`src/rtl/alu_nibble_seq.sv`:
```
// Runs 4*NIBBLES-bit 74181 operations through one external 4-bit slice, LSB nibble first.
// Optional feature: define ALU_SEQ_ZERO_FLAG_EN to add the registered out_zero result flag.
module alu_nibble_seq #(
    parameter int unsigned NIBBLES = 4
) (
    input  logic                 clk,
    input  logic                 reset_n,
    input  logic                 in_valid,
    output logic                 in_ready,
    input  logic [3:0]           in_s,
    input  logic                 in_m,
    input  logic                 in_ci,
    input  logic [4*NIBBLES-1:0] in_a,
    input  logic [4*NIBBLES-1:0] in_b,
    output logic                 out_valid,
    input  logic                 out_ready,
    output logic [4*NIBBLES-1:0] out_y,
    output logic                 out_co,
`ifdef ALU_SEQ_ZERO_FLAG_EN
    output logic                 out_zero,
`endif
    output logic [3:0]           alu_s,
    output logic                 alu_m,
    output logic                 alu_ci,
    output logic [3:0]           alu_a,
    output logic [3:0]           alu_b,
    input  logic [3:0]           alu_y,
    input  logic                 alu_co
);

    localparam int unsigned WIDTH = 4 * NIBBLES;
    localparam int unsigned CNT_W = (NIBBLES > 1) ? $clog2(NIBBLES) : 1;
    localparam logic [CNT_W-1:0] LAST_NIB = CNT_W'(NIBBLES - 1);

    typedef enum logic [1:0] {
        IDLE = 2'd0,
        RUN  = 2'd1,
        DONE = 2'd2
    } state_t;

    state_t             state_q, state_d;
    logic [CNT_W-1:0]   cnt_q, cnt_d;
    logic               carry_q, carry_d;
    logic [3:0]         s_q, s_d;
    logic               m_q, m_d;
    logic [WIDTH-1:0]   a_q, a_d;
    logic [WIDTH-1:0]   b_q, b_d;
    logic [WIDTH-1:0]   y_q, y_d;
    logic               co_q, co_d;
    logic               valid_q, valid_d;
    logic               ready_q, ready_d;
`ifdef ALU_SEQ_ZERO_FLAG_EN
    logic               zero_q, zero_d;
`endif

    // Operand registers shift right one nibble per RUN edge, so the low nibble
    // always feeds the slice and they drain to zero once the operation ends.
    always_ff @(posedge clk or negedge reset_n) begin
        if (!reset_n) begin
            state_q <= IDLE;
            cnt_q   <= '0;
            carry_q <= 1'b0;
            s_q     <= '0;
            m_q     <= 1'b0;
            a_q     <= '0;
            b_q     <= '0;
            y_q     <= '0;
            co_q    <= 1'b0;
            valid_q <= 1'b0;
            ready_q <= 1'b1;
`ifdef ALU_SEQ_ZERO_FLAG_EN
            zero_q  <= 1'b0;
`endif
        end else begin
            state_q <= state_d;
            cnt_q   <= cnt_d;
            carry_q <= carry_d;
            s_q     <= s_d;
            m_q     <= m_d;
            a_q     <= a_d;
            b_q     <= b_d;
            y_q     <= y_d;
            co_q    <= co_d;
            valid_q <= valid_d;
            ready_q <= ready_d;
`ifdef ALU_SEQ_ZERO_FLAG_EN
            zero_q  <= zero_d;
`endif
        end
    end

    always_comb begin
        state_d = state_q;
        cnt_d   = cnt_q;
        carry_d = carry_q;
        s_d     = s_q;
        m_d     = m_q;
        a_d     = a_q;
        b_d     = b_q;
        y_d     = y_q;
        co_d    = co_q;
        valid_d = valid_q;
        ready_d = ready_q;
`ifdef ALU_SEQ_ZERO_FLAG_EN
        zero_d  = zero_q;
`endif

        case (state_q)
            IDLE: begin
                if (in_valid && ready_q) begin
                    s_d     = in_s;
                    m_d     = in_m;
                    a_d     = in_a;
                    b_d     = in_b;
                    carry_d = in_ci;
                    cnt_d   = '0;
                    ready_d = 1'b0;
                    state_d = RUN;
                end
            end
            RUN: begin
                y_d[{cnt_q, 2'b00} +: 4] = alu_y;
                a_d     = a_q >> 4;
                b_d     = b_q >> 4;
                carry_d = alu_co;
                cnt_d   = cnt_q + 1'b1;
                if (cnt_q == LAST_NIB) begin
                    // Carry leaves the chain as out_co; the slice carry input returns to 0.
                    carry_d = 1'b0;
                    cnt_d   = '0;
                    co_d    = alu_co;
                    valid_d = 1'b1;
                    state_d = DONE;
`ifdef ALU_SEQ_ZERO_FLAG_EN
                    zero_d  = (y_d == '0);
`endif
                end
            end
            DONE: begin
                if (out_ready) begin
                    valid_d = 1'b0;
                    ready_d = 1'b1;
                    state_d = IDLE;
                end
            end
            default: begin
                state_d = IDLE;
                ready_d = 1'b1;
                valid_d = 1'b0;
            end
        endcase
    end

    assign in_ready  = ready_q;
    assign out_valid = valid_q;
    assign out_y     = y_q;
    assign out_co    = co_q;
`ifdef ALU_SEQ_ZERO_FLAG_EN
    assign out_zero  = zero_q;
`endif
    assign alu_s     = s_q;
    assign alu_m     = m_q;
    assign alu_ci    = carry_q;
    assign alu_a     = a_q[3:0];
    assign alu_b     = b_q[3:0];

endmodule

```
`config.mk`:
```
export PLATFORM = sky130hd
export DESIGN_NAME = alu_nibble_seq
export DESIGN_NICKNAME = d
export VERILOG_FILES = /design/src/rtl/alu_nibble_seq.sv
export SDC_FILE = /design/constraint.sdc
export NUM_CORES = 1
export LEC_CHECK = 0
export CORE_MARGIN = 10
export CORE_UTILIZATION = 40
export DETAILED_ROUTE_END_ITERATION = 12
export PLACE_DENSITY = 0.69
export SLEW_MARGIN = 20
export SYNTH_ARGS = -nofsm -noshare
export SYNTH_HDL_FRONTEND = slang
export SYNTH_SLANG_ARGS = --single-unit
```
`constraint.sdc`:
```
create_clock -name clk -period 3.7 [get_ports clk]
set_clock_uncertainty 0.05 [all_clocks]
set_input_delay 0.555 -clock clk [delete_from_list [all_inputs] [get_ports clk]]
set_output_delay 0.555 -clock clk [all_outputs]
set_load 0.005 [all_outputs]
```
* Word level (Yosys, flattened, before mapping) *
Cells that the tools add are included.

cells by class
  add/subtract/negate cells = 2
  mux-type cells = 21
  bitwise operators = 2
  shifts and indexed selects = 2
  reductions and logical operators = 9
  equal/unequal tests = 6

operator list
  kind                                                                    number
  16-bit one-hot mux with 2 select lines                                  2
  16-bit 2-to-1 mux                                                       2
  16-bit bitwise mux                                                      1
  4-bit by 6-bit variable shift with 16-bit output, first input constant  1
  4-bit by 6-bit indexed part select with 16-bit output                   1
  2-bit 2-to-1 mux                                                        5
  3-bit AND reduction                                                     3
  1-bit 2-to-1 mux                                                        6
  2-bit != test, second input constant                                    3
  4-bit negator with 6-bit output                                         1
  1-bit one-hot mux with 3 select lines                                   2
  2-bit one-hot mux with 3 select lines                                   1
  2-bit AND reduction                                                     3
  2-bit equality test, second input constant                              2
  2-bit one-hot mux with 2 select lines                                   1
  2-bit by 1-bit adder with 2-bit output, second input constant           1
  2-bit by 1-bit equality test with 1-bit output, second input constant   1
  2-bit zero test                                                         1
  1-bit NOT                                                               2
  1-bit one-hot mux with 2 select lines                                   1
  2-bit nonzero test                                                      1
  1-bit logical AND                                                       1

word-level totals
  output and inout bits = 33
  word-level logic and storage cells = 53
  register bits = 61

* Depth between registers and ports, before layout *
Gate-level depths: netlist (run 1).

  depth in word-level cells = 3
  gate-level depth with buffers = 7

* Worst setup path before layout (run 1) *
Ideal clock, no wire load.

  kind = reg2reg
  start point = register cnt_q[0]
  end point = register y_q[10] (netlist: out_y[10])
  arrival time = 1610 ps
  buffers on the path = 0
  clock period less this slack = 1727 ps
  cell stages (with the launch flop) = 6
  path slack = 1973 ps
  library setup time = 67 ps
  required time = 3583 ps
  path through = dfrtp_1 > inv_1 > ha_1 > inv_1 > nor4b_2 > a22o_1

on the way
  cells in the longest elaborated chain, start to end = 3

RTL lines
  what                                                                                                                       line  source
  start, declared                                                                                                            42    logic [CNT_W-1:0] cnt_q, cnt_d;
  start signal, assigned                                                                                                     76    cnt_q <= cnt_d;
  4-bit negator with 6-bit output (*)                                                                                        122   y_d[{cnt_q, 2'b00} +: 4] = alu_y;
  4-bit by 6-bit indexed part select with 16-bit output or 4-bit by 6-bit variable shift with 16-bit output (tied branches)  122
  16-bit bitwise mux (*)                                                                                                     122
  end signal, assigned                                                                                                       82    y_q <= y_d;
  end, declared                                                                                                              48    logic [WIDTH-1:0] y_q, y_d;

Mark *: on every way between the ends. The rest lies on a longest branch, timed or not.
A chain may end at the register's enable or synchronous reset.

* Final worst setup path (run 1) *
  start point = register cnt_q[0]
  end point = register y_q[2] (netlist: out_y[2])

The elaborated chain is that of the path after synthesis.

==> flow_summary.rst, run 1 <==
.. list-table::
   :header-rows: 1

   * - Metric
     - Value
   * - Result of the run
     - complete, no violations
   * - Number of endpoints failing setup at the final stage
     - 0
   * - Post-Syn Nets
     - 298
   * - Residual overflow from global routing
     - 0
   * - CTS root buffer
     - sky130_fd_sc_hd__clkbuf_8
   * - Setup TNS after final layout
     - 0 ps
   * - Leak Pwr
     - 1.53 nW
   * - CP max stage cell
     - sky130_fd_sc_hd__dfrtp_1
   * - Clock H-tree levels
     - 3
   * - Number of distinct standard cells referenced by the synthesized netlist
     - 32
   * - Global-route met2 utilization
     - 19.0%
   * - Data required time of the critical path
     - 3930 ps
   * - Global-route wire length before repair
     - 10.6 mm
   * - Post-synth top cells
     - sky130_fd_sc_hd__dfrtp_1 (60), sky130_fd_sc_hd__nand2_1 (46), sky130_fd_sc_hd__mux2i_1 (25), sky130_fd_sc_hd__o21ai_1 (24), sky130_fd_sc_hd__a22o_1 (14)
   * - Buffers and inverters on the worst path
     - 1
   * - Detailed Route Iter0 Violations
     - 80
   * - Max Transition Viols Final
     - 0
   * - Final Worst Setup Slack
     - 1600 ps
   * - Placement row count
     - 30
   * - Post-DR vias/cell
     - 4.79
   * - Clock period minus worst slack
     - 2100 ps
   * - Worst slack after detailed placement
     - 1280 ps
   * - Final core utilization
     - 55.2%
   * - Clock slew at reported path FFs
     - 70 ps
   * - Crit end category
     - flop
   * - Maximum clock insertion buffer count
     - 2
   * - Area share of the largest cell type after synthesis
     - 53.4%
   * - Tightest slew margin relative to the limit
     - 56.3%
   * - Overall Global Routing Usage
     - 12.2%
   * - Area added between synthesis and finish
     - 33.4%
   * - Number of maximum-capacitance violations
     - 0
   * - Worst min path class
     - in -> async
   * - Pin count of the biggest net entering global routing
     - 50
   * - Pwr per Cell Area
     - 638 nW/um2
   * - Max Freq
     - 476 MHz
   * - Final net count
     - 370
   * - TritonCTS clock tree
     - yes
   * - Top fanout value on the critical path
     - 8
   * - Average instance area after synthesis
     - 11.5 um2
   * - Netlist area before placement
     - 2810 um2
   * - Fraction of final layout cells sized beyond drive strength 1
     - 10.2%
   * - Post-CTS Setup Repair Bufs
     - 0
   * - Vias in the first global route
     - 2,051
   * - WL/cell
     - 15.2 um
   * - Antenna Violating Nets Remaining
     - 0
   * - Post-synth EDFFs
     - 0
   * - Area of the placeable core
     - 6790 um2
   * - Total wire length
     - 6.37 mm
   * - Met3 usage
     - 4.58%
   * - Chip width
     - 104 um
   * - Dominant synthesized flop cell
     - sky130_fd_sc_hd__dfrtp_1
   * - WP data arrival
     - 2320 ps
   * - Most frequent cell after synthesis
     - sky130_fd_sc_hd__dfrtp_1
   * - CTS Hold Bufs
     - 0
   * - Post-cts gate resize count
     - 0
   * - Register bit count reported by yosys
     - 61
   * - Cell-by-cell listing of the critical path
     - inv_1, ha_1, nand3b_1, nor4b_2, a22o_1
   * - Final Hold Fails
     - 0
   * - Clk sinks
     - 61
   * - DRC violations left
     - 0
   * - Clock buffer count from CTS
     - 9
   * - Leading post-synthesis cells by cell area
     - sky130_fd_sc_hd__dfrtp_1 (53%), sky130_fd_sc_hd__mux2i_1 (8.9%), sky130_fd_sc_hd__nand2_1 (6.1%)
   * - Share of synthesized flip-flops with an asynchronous set or reset
     - 100%
   * - DIE AREA
     - 10,800 um2
   * - Initial core utilization
     - 41.4%
   * - Type of the worst setup path
     - reg -> reg
   * - I/O pins
     - 80
   * - Number of antenna violations at the first check in global routing
     - 0
   * - Sequential area share after synthesis
     - 54.3%
   * - Met1 usage
     - 14.7%
   * - Largest incremental delay on the critical path
     - 480 ps
   * - Slew at the pin with the worst max-slew slack
     - 655 ps
   * - Pre-Repair DR Iteration Count
     - 4
   * - Routed via count
     - 2,001
   * - Hpwl dp
     - 4.55 mm
   * - Library cell with the largest summed area after synthesis
     - sky130_fd_sc_hd__dfrtp_1
   * - Maximum vdd ir drop
     - 0.296 mV
   * - Portion of the clock cycle consumed by the worst path in the final layout
     - 56.7%
   * - Ant. Diodes
     - 0
   * - Grt peak-use layer
     - met2
   * - Die Span Y
     - 104 um
   * - # port buffers
     - 79
   * - Critical path's top delay family
     - simple AND/OR/NAND/NOR gates
   * - Insertion delay of the later-clocked pin in the worst-skew pair
     - 340 ps
   * - CP startpoint kind
     - flop
   * - Syn. warnings
     - 0
   * - Setup repair after global routing missed its margin
     - no
   * - Layout fillers
     - 594
   * - Final GP Congestion
     - 0.732
   * - Post-synthesis instance total
     - 245
[through the flow]
stage | cells | total power, W | hold WS (ps) | cell area [um2]
floorplan | 245 | 0.00145 | 209 | 2810
global placement | 402 | 0.00181 | 410 | 3560
detailed placement | 402 | 0.00184 | 419 | 3560
CTS | 418 | 0.00242 | 180 | 3750
global route | 418 | 0.00257 | 191 | 3750
finish | 418 | 0.00239 | 168 | 3750
[layer usage]
| layer | vias up | wire length, um |
|---|---|---|
| met5 | - | 0 |
| met4 | 0 | 98 |
| met2 | 59 | 3070 |
| li1 | 998 | - |
| met3 | 8 | 313 |
| met1 | 936 | 2890 |
[registers in the layout, indices dropped and copies added (netlist names)]
register and count:
a_q 16, b_q 16, out_y 16, alu_s 4
cnt_q 2, state_q 2, alu_ci 1, alu_m 1
in_ready 1, out_co 1, out_valid 1
[logic make-up (layout without fill, tap and decap cells)]
group | Yosys count | in the layout | synth area share, %
muxes | 31 | 31 | 11.3
buffers and inverters | 27 | 104 | 7.65
and+or+nand+nor | 62 | 62 | 11.1
adders and majority gates | 6 | 6 | 2.67
DFF | 61 | 61 | 54.3
AOI/OAI and AO/OA | 58 | 58 | 13.0
[where the power goes]
part	total (W)	internal [W]	switching, W
registers	0.00104	0.000903	0.000140
clock network	0.000580	0.000310	0.000270
logic	0.000769	0.000463	0.000306
total	0.00239	0.00167	0.000716
[cells in the final DEF, fill, tap and decap left out, types with 2 or more instances in the layout]
cell type                         Yosys  final
sky130_fd_sc_hd__inv_1                5      5
sky130_fd_sc_hd__o21ai_1             24     24
sky130_fd_sc_hd__nand2b_1             2      2
sky130_fd_sc_hd__a21oi_1              4      4
sky130_fd_sc_hd__buf_4                8      4
sky130_fd_sc_hd__nor2_1               3      3
sky130_fd_sc_hd__nand2_1             46     46
sky130_fd_sc_hd__o21ai_0              9      9
sky130_fd_sc_hd__mux2_2               6      6
sky130_fd_sc_hd__ha_1                 6      6
sky130_fd_sc_hd__nor4b_2              2      2
sky130_fd_sc_hd__clkdlybuf4s50_1      0     78
sky130_fd_sc_hd__o41ai_1              2      2
sky130_fd_sc_hd__mux2i_1             25     25
sky130_fd_sc_hd__clkbuf_8             0      9
sky130_fd_sc_hd__a22o_1              14     14
sky130_fd_sc_hd__clkinvlp_4           0      2
sky130_fd_sc_hd__dfrtp_1             60     60
sky130_fd_sc_hd__nand3b_1             4      4
sky130_fd_sc_hd__clkinv_2             0      2
[final timing paths]
path                       startpoint        to  slack [ps]  cells after the start
hold reg to reg               a_q[10]    a_q[6]         430                      2
max in group asynchronous     reset_n  in_ready        2680                      2
setup / recovery             cnt_q[0]  out_y[2]        1600                      5
setup reg to reg             cnt_q[0]  out_y[2]        1600                      5
hold / removal                reset_n  out_y[7]         170                      1
min in group clk              a_q[10]    a_q[6]         430                      2
[cell type report]
type	instances	area [um2]	area share, %
flip-flops and latches	61	1530	40.7
multi-input cells	157	1080	28.7
repair buffers	83	816	21.8
clock buffers	10	128	3.40
well taps	96	120	3.20
clock inverters	6	63.8	1.70
inverters	5	18.8	0.501
(Power assumes the default switching activity.)
==> inputs of run 2 (changes only) <==
--- a/config.mk
+++ b/config.mk
@@ -8,7 +8,7 @@
 export CORE_MARGIN = 10
 export CORE_UTILIZATION = 40
 export DETAILED_ROUTE_END_ITERATION = 12
-export PLACE_DENSITY = 0.69
+export PLACE_DENSITY = 0.72
 export SLEW_MARGIN = 20
 export SYNTH_ARGS = -nofsm -noshare
 export SYNTH_HDL_FRONTEND = slang
==> constraint.sdc (replaced) <==
create_clock -name clk -period 1.9 [get_ports clk]
set_clock_uncertainty 0.05 [all_clocks]
set_input_delay 0.285 -clock clk [delete_from_list [all_inputs] [get_ports clk]]
set_output_delay 0.285 -clock clk [all_outputs]
set_load 0.005 [all_outputs]
==> flow_summary.rst, run 2 (synthesis gave the netlist of run 1 again) <==
.. list-table::
   :header-rows: 1

   * - Metric
     - Value
   * - Data required time of the critical path
     - 2070 ps
   * - Initial core utilization
     - 41.4%
   * - Fraction of final layout cells sized beyond drive strength 1
     - 11.8%
   * - Grt peak-use layer
     - met2
   * - Maximum clock insertion buffer count
     - 2
   * - Clock period minus worst slack
     - 1750 ps
   * - Setup repair after global routing missed its margin
     - no
   * - Final net count
     - 378
   * - Clock H-tree levels
     - 3
   * - DIE AREA
     - 10,800 um2
   * - Crit end category
     - flop
   * - Maximum vdd ir drop
     - 0.781 mV
   * - Hold Path Sink
     - out_y[0]
   * - Tightest slew margin relative to the limit
     - 65.8%
   * - Post-cts gate resize count
     - 0
   * - NetSw
     - 0.00138 W
   * - Global-route wire length before repair
     - 10.9 mm
   * - Antenna Violating Nets Remaining
     - 0
   * - TritonCTS clock tree
     - yes
   * - Setup TNS after final layout
     - 0 ps
   * - Met1 usage
     - 15.4%
   * - Pre-Repair DR Iteration Count
     - 4
   * - Met3 usage
     - 4.21%
   * - CTS root buffer
     - sky130_fd_sc_hd__clkbuf_8
   * - Routed via count
     - 2,042
   * - Portion of the clock cycle consumed by the worst path in the final layout
     - 92.3%
   * - Max Freq
     - 570 MHz
   * - Top fanout value on the critical path
     - 39
   * - Residual overflow from global routing
     - 0
   * - Net Sw Frac
     - 28.5%
   * - WP data arrival
     - 1920 ps
   * - Number of cells traversed by the worst hold path
     - 2
   * - Clock buffer count from CTS
     - 9
   * - Worst min path class
     - reg -> reg
   * - Share of power burned in registers
     - 41.5%
   * - Cell Area, Placed
     - 3640 um2
   * - Total wire length
     - 6.50 mm
   * - Clk sinks
     - 61
   * - Depth of the worst register-to-register path
     - 3
   * - Overall Global Routing Usage
     - 12.5%
   * - Number of endpoints failing setup at the final stage
     - 0
   * - Area of the placeable core
     - 6790 um2
   * - Clock slew at reported path FFs
     - 70 ps
   * - WL/cell
     - 15.3 um
   * - Combinational group share of total power
     - 33.0%
   * - I/O pins
     - 80
   * - Insertion delay of the later-clocked pin in the worst-skew pair
     - 340 ps
   * - Post-DR vias/cell
     - 4.79
   * - Commonest non-fill, non-tap cells in the layout
     - sky130_fd_sc_hd__clkdlybuf4s50_1 (78), sky130_fd_sc_hd__dfrtp_1 (60), sky130_fd_sc_hd__nand2_1 (46)
   * - Slew at the pin with the worst max-slew slack
     - 509 ps
   * - Source of the worst hold timing path
     - out_y[0]
   * - Design internal power
     - 0.00344 W
   * - Layout fillers
     - 594
   * - Area added between synthesis and finish
     - 37.0%
   * - Clock Power Share
     - 25.6%
   * - Commonest non-fill, non-tap cell in the layout
     - sky130_fd_sc_hd__clkdlybuf4s50_1
   * - Post-Layout Inst Area
     - 3850 um2
   * - Number of maximum-capacitance violations
     - 0
   * - Source of the critical timing path
     - in_ready
   * - Placement row count
     - 30
   * - Register-to-register path setup slack
     - 150 ps
   * - Max Transition Viols Final
     - 0
   * - Pwr per Cell Area
     - 1250 nW/um2
   * - Die Span Y
     - 104 um
   * - Critical R2R Launch
     - in_ready
   * - Vias in the first global route
     - 2,148
   * - # port buffers
     - 79
   * - Final Hold Fails
     - 0
   * - Number of antenna violations at the first check in global routing
     - 0
   * - Leak Pwr
     - 1.60 nW
   * - Result of the run
     - complete, no violations
   * - CP startpoint kind
     - flop
   * - Type of the worst setup path
     - reg -> reg
   * - Chip width
     - 104 um
   * - Hpwl dp
     - 4.60 mm
   * - Final GP Congestion
     - 0.701
   * - Detailed Route Iter0 Violations
     - 65
   * - DRC violations left
     - 0
   * - Reg2Reg Capture Point
     - alu_s[2]
   * - Global-route met2 utilization
     - 19.6%
   * - Ant. Diodes
     - 0
   * - Pin count of the biggest net entering global routing
     - 62
## run 2: cell type report
class	count	area (um2)	share of cell area, %
tap	96	120	3.12
clock inverter	5	75.1	1.95
sequential	61	1530	39.7
clock buffer	11	131	3.41
inverter	5	18.8	0.487
timing repair buffer	91	903	23.4
multi-input combinational	157	1080	27.9
## run 2: what timing repair did
| action | in CTS | in global routing |
|---|---|---|
| hold buffers | 1 | 0 |
| setup buffers | 0 | 0 |
| hold endpoints to repair | 60 | 0 |
## run 2: routing by layer
| metal | vias to the layer above | wire [um] |
|---|---|---|
| li1 | 1011 | - |
| met1 | 976 | 2960 |
| met2 | 45 | 3160 |
| met3 | 10 | 283 |
| met4 | 0 | 97 |
| met5 | - | 0 |
## run 2: how the worst max path moves through the flow
stage           endpoint  slack [ps]  cells after the start
2_1_floorplan  out_y[10]         170                      5
4_1_cts         alu_s[3]         140                      3
3_5_place_dp    alu_s[3]          -3                      4
3_3_place_gp    alu_s[1]          40                      4
6_report        alu_s[2]         150                      3
5_1_grt        out_y[10]          40                      5
## run 2: worst max-delay path, stage by stage (launching register included)
cell,delay (ps)
sky130_fd_sc_hd__dfstp_2,560
sky130_fd_sc_hd__nor4bb_4,350
sky130_fd_sc_hd__buf_12,280
sky130_fd_sc_hd__mux2_2,360
## run 2: metrics by stage
step	total power (W)	util, %	setup WS, ps	hold slack, ps	std cells
after floorplan	0.00283	-	173	-60.6	245
after global placement	0.00357	53.5	44.3	272	409
after detailed placement	0.00364	53.5	-3.48	275	409
after CTS	0.00489	56.7	138	438	426
after global routing	0.00517	56.7	36.5	454	426
final	0.00482	56.7	147	428	426
## run 2: power by group through the flow
stage,sequential [W],clock [W],combinational [W]
floorplan,0.00201,0,0.000822
global placement,0.00200,0,0.00158
detailed placement,0.00202,0,0.00162
CTS,0.00200,0.00127,0.00162
global route,0.00206,0.00134,0.00177
finish,0.00200,0.00123,0.00159
==> inputs of run 3 (changes only) <==
--- a/config.mk
+++ b/config.mk
@@ -5,8 +5,10 @@
 export SDC_FILE = /design/constraint.sdc
 export NUM_CORES = 1
 export LEC_CHECK = 0
+export CAP_MARGIN = 20
 export CORE_MARGIN = 10
 export CORE_UTILIZATION = 40
+export CTS_BUF_LIST = sky130_fd_sc_hd__clkbuf_16
 export DETAILED_ROUTE_END_ITERATION = 12
 export PLACE_DENSITY = 0.72
 export SLEW_MARGIN = 20
==> flow_summary.rst, run 3 (synthesis gave the netlist of run 1 again) <==
.. list-table::
   :header-rows: 1

   * - Metric
     - Value
   * - CP max stage cell
     - sky130_fd_sc_hd__dfstp_2
   * - Area added between synthesis and finish
     - 40.6%
   * - Layout fillers
     - 584
   * - Residual overflow from global routing
     - 0
   * - Commonest non-fill, non-tap cell in the layout
     - sky130_fd_sc_hd__clkdlybuf4s50_1
   * - WP data arrival
     - 1910 ps
   * - Combinational group share of total power
     - 30.2%
   * - Maximum vdd ir drop
     - 0.750 mV
   * - Number of cells traversed by the worst hold path
     - 2
   * - Depth of the worst register-to-register path
     - 3
   * - Pre-Repair DR Iteration Count
     - 4
   * - Tightest slew margin relative to the limit
     - 65.6%
   * - Insertion delay of the later-clocked pin in the worst-skew pair
     - 320 ps
   * - Maximum clock insertion buffer count
     - 2
   * - Number of endpoints failing setup at the final stage
     - 0
   * - Clk sinks
     - 61
   * - Clock Power Share
     - 31.8%
   * - Ant. Diodes
     - 0
   * - Post-CTS Setup Repair Bufs
     - 0
   * - I/O pins
     - 80
   * - Post-Layout Inst Area
     - 3950 um2
   * - Worst min path class
     - reg -> reg
   * - Clock H-tree levels
     - 3
   * - Crit end category
     - flop
   * - Total wire length
     - 6.57 mm
   * - CP startpoint kind
     - flop
   * - Share of power burned in registers
     - 38.0%
   * - Overall Global Routing Usage
     - 12.5%
   * - Die Span Y
     - 104 um
   * - TritonCTS clock tree
     - yes
   * - Max Transition Viols Final
     - 0
   * - Net Sw Frac
     - 27.1%
   * - Cell Area, Placed
     - 3640 um2
   * - Clock slew at reported path FFs
     - 50 ps
   * - NetSw
     - 0.00143 W
   * - Pin count of the biggest net entering global routing
     - 62
   * - Hpwl dp
     - 4.60 mm
   * - Global-route wire length before repair
     - 11.0 mm
   * - WL/cell
     - 15.4 um
   * - Type of the worst setup path
     - reg -> reg
   * - Placement row count
     - 30
   * - Routed via count
     - 2,041
   * - Portion of the clock cycle consumed by the worst path in the final layout
     - 92.2%
   * - Area of the placeable core
     - 6790 um2
   * - CTS root buffer
     - sky130_fd_sc_hd__clkbuf_16
   * - Detailed Route Iter0 Violations
     - 59
   * - Slew at the pin with the worst max-slew slack
     - 511 ps
   * - Commonest non-fill, non-tap cells in the layout
     - sky130_fd_sc_hd__clkdlybuf4s50_1 (78), sky130_fd_sc_hd__dfrtp_1 (60), sky130_fd_sc_hd__nand2_1 (46)
   * - Number of antenna violations at the first check in global routing
     - 0
   * - Post-DR vias/cell
     - 4.79
   * - Cell-by-cell listing of the critical path
     - nor4bb_4, buf_12, mux2_2
   * - Chip width
     - 104 um
   * - Final Hold Fails
     - 0
   * - DIE AREA
     - 10,800 um2
   * - Vias in the first global route
     - 2,152
   * - Top fanout value on the critical path
     - 39
   * - # port buffers
     - 79
   * - Final net count
     - 378
   * - Final GP Congestion
     - 0.701
   * - Clock buffer count from CTS
     - 9
   * - Leak Pwr
     - 1.65 nW
   * - Fraction of final layout cells sized beyond drive strength 1
     - 11.8%
   * - Result of the run
     - complete, no violations
   * - Initial core utilization
     - 41.4%
   * - Design internal power
     - 0.00384 W
   * - Number of maximum-capacitance violations
     - 0
   * - Largest incremental delay on the critical path
     - 550 ps
   * - Pwr per Cell Area
     - 1330 nW/um2
   * - Final non-filler cell total
     - 426
   * - Data required time of the critical path
     - 2050 ps
   * - Setup repair after global routing missed its margin
     - no
   * - Max Freq
     - 571 MHz
   * - Antenna Violating Nets Remaining
     - 0
   * - DRC violations left
     - 0
   * - # placed instances
     - 409
   * - Clock period minus worst slack
     - 1750 ps
[run 3: power groups by stage]
stage	Combinational [W]	Clock (W)	Sequential, W
finish	0.00159	0.00168	0.00200
global route	0.00177	0.00179	0.00207
CTS	0.00162	0.00172	0.00201
detailed placement	0.00162	0	0.00202
global placement	0.00158	0	0.00200
floorplan	0.000822	0	0.00201
[run 3: critical path, delay by kind of cell, from the launching register on]
kind          cells  cell delay [ps]
mux               1              360
simple gates      1              350
flops             1              550
buf+inv           1              280
[run 3: what timing repair did]
item | CTS | global route
resized for setup | 0 | 0
hold buffers | 1 | 0
endpoints found under the hold margin | 60 | 0
[run 3: area by class of cell]
type                            instances  area [um2]  share of cell area, %
Tap cell                               96         120                   3.04
Multi-Input combinational cell        157        1080                   27.2
Timing Repair Buffer                   91         903                   22.8
Clock buffer                            9         225                   5.70
Sequential cell                        61        1530                   38.6
Inverter                                5        18.8                  0.475
Clock inverter                          7        82.6                   2.09
[run 3: final timing paths]
check                      slack, ps   endpoint  startpoint
hold reg to reg                  430   out_y[0]    out_y[0]
max in group asynchronous       1010   in_ready     reset_n
setup reg to reg                 150   alu_s[2]    in_ready
min in group asynchronous        470  out_y[13]     reset_n
setup / recovery                 150   alu_s[2]    in_ready
hold / removal                   430   out_y[0]    out_y[0]
[run 3: stage by stage]
stage	hold slack, ps	total power [W]	util [%]	setup TNS (ps)	setup slack [ps]
6_report	427	0.00527	58.2	0	148
5_1_grt	453	0.00563	58.2	0	40.9
4_1_cts	434	0.00535	58.2	0	140
3_5_place_dp	275	0.00364	53.5	-3.48	-3.48
3_3_place_gp	272	0.00357	53.5	0	44.3
2_1_floorplan	-60.6	0.00283	-	0	173
[run 3: layer usage]
| metal | share of wire [%] | global-route usage, % | up-vias |
|---|---|---|---|
| met5 | 0 | 0 | - |
| met4 | 1.5 | 6.26 | 0 |
| met3 | 4.0 | 3.10 | 8 |
| met2 | 49 | 19.7 | 44 |
| met1 | 45 | 15.7 | 972 |
| li1 | - | - | 1017 |
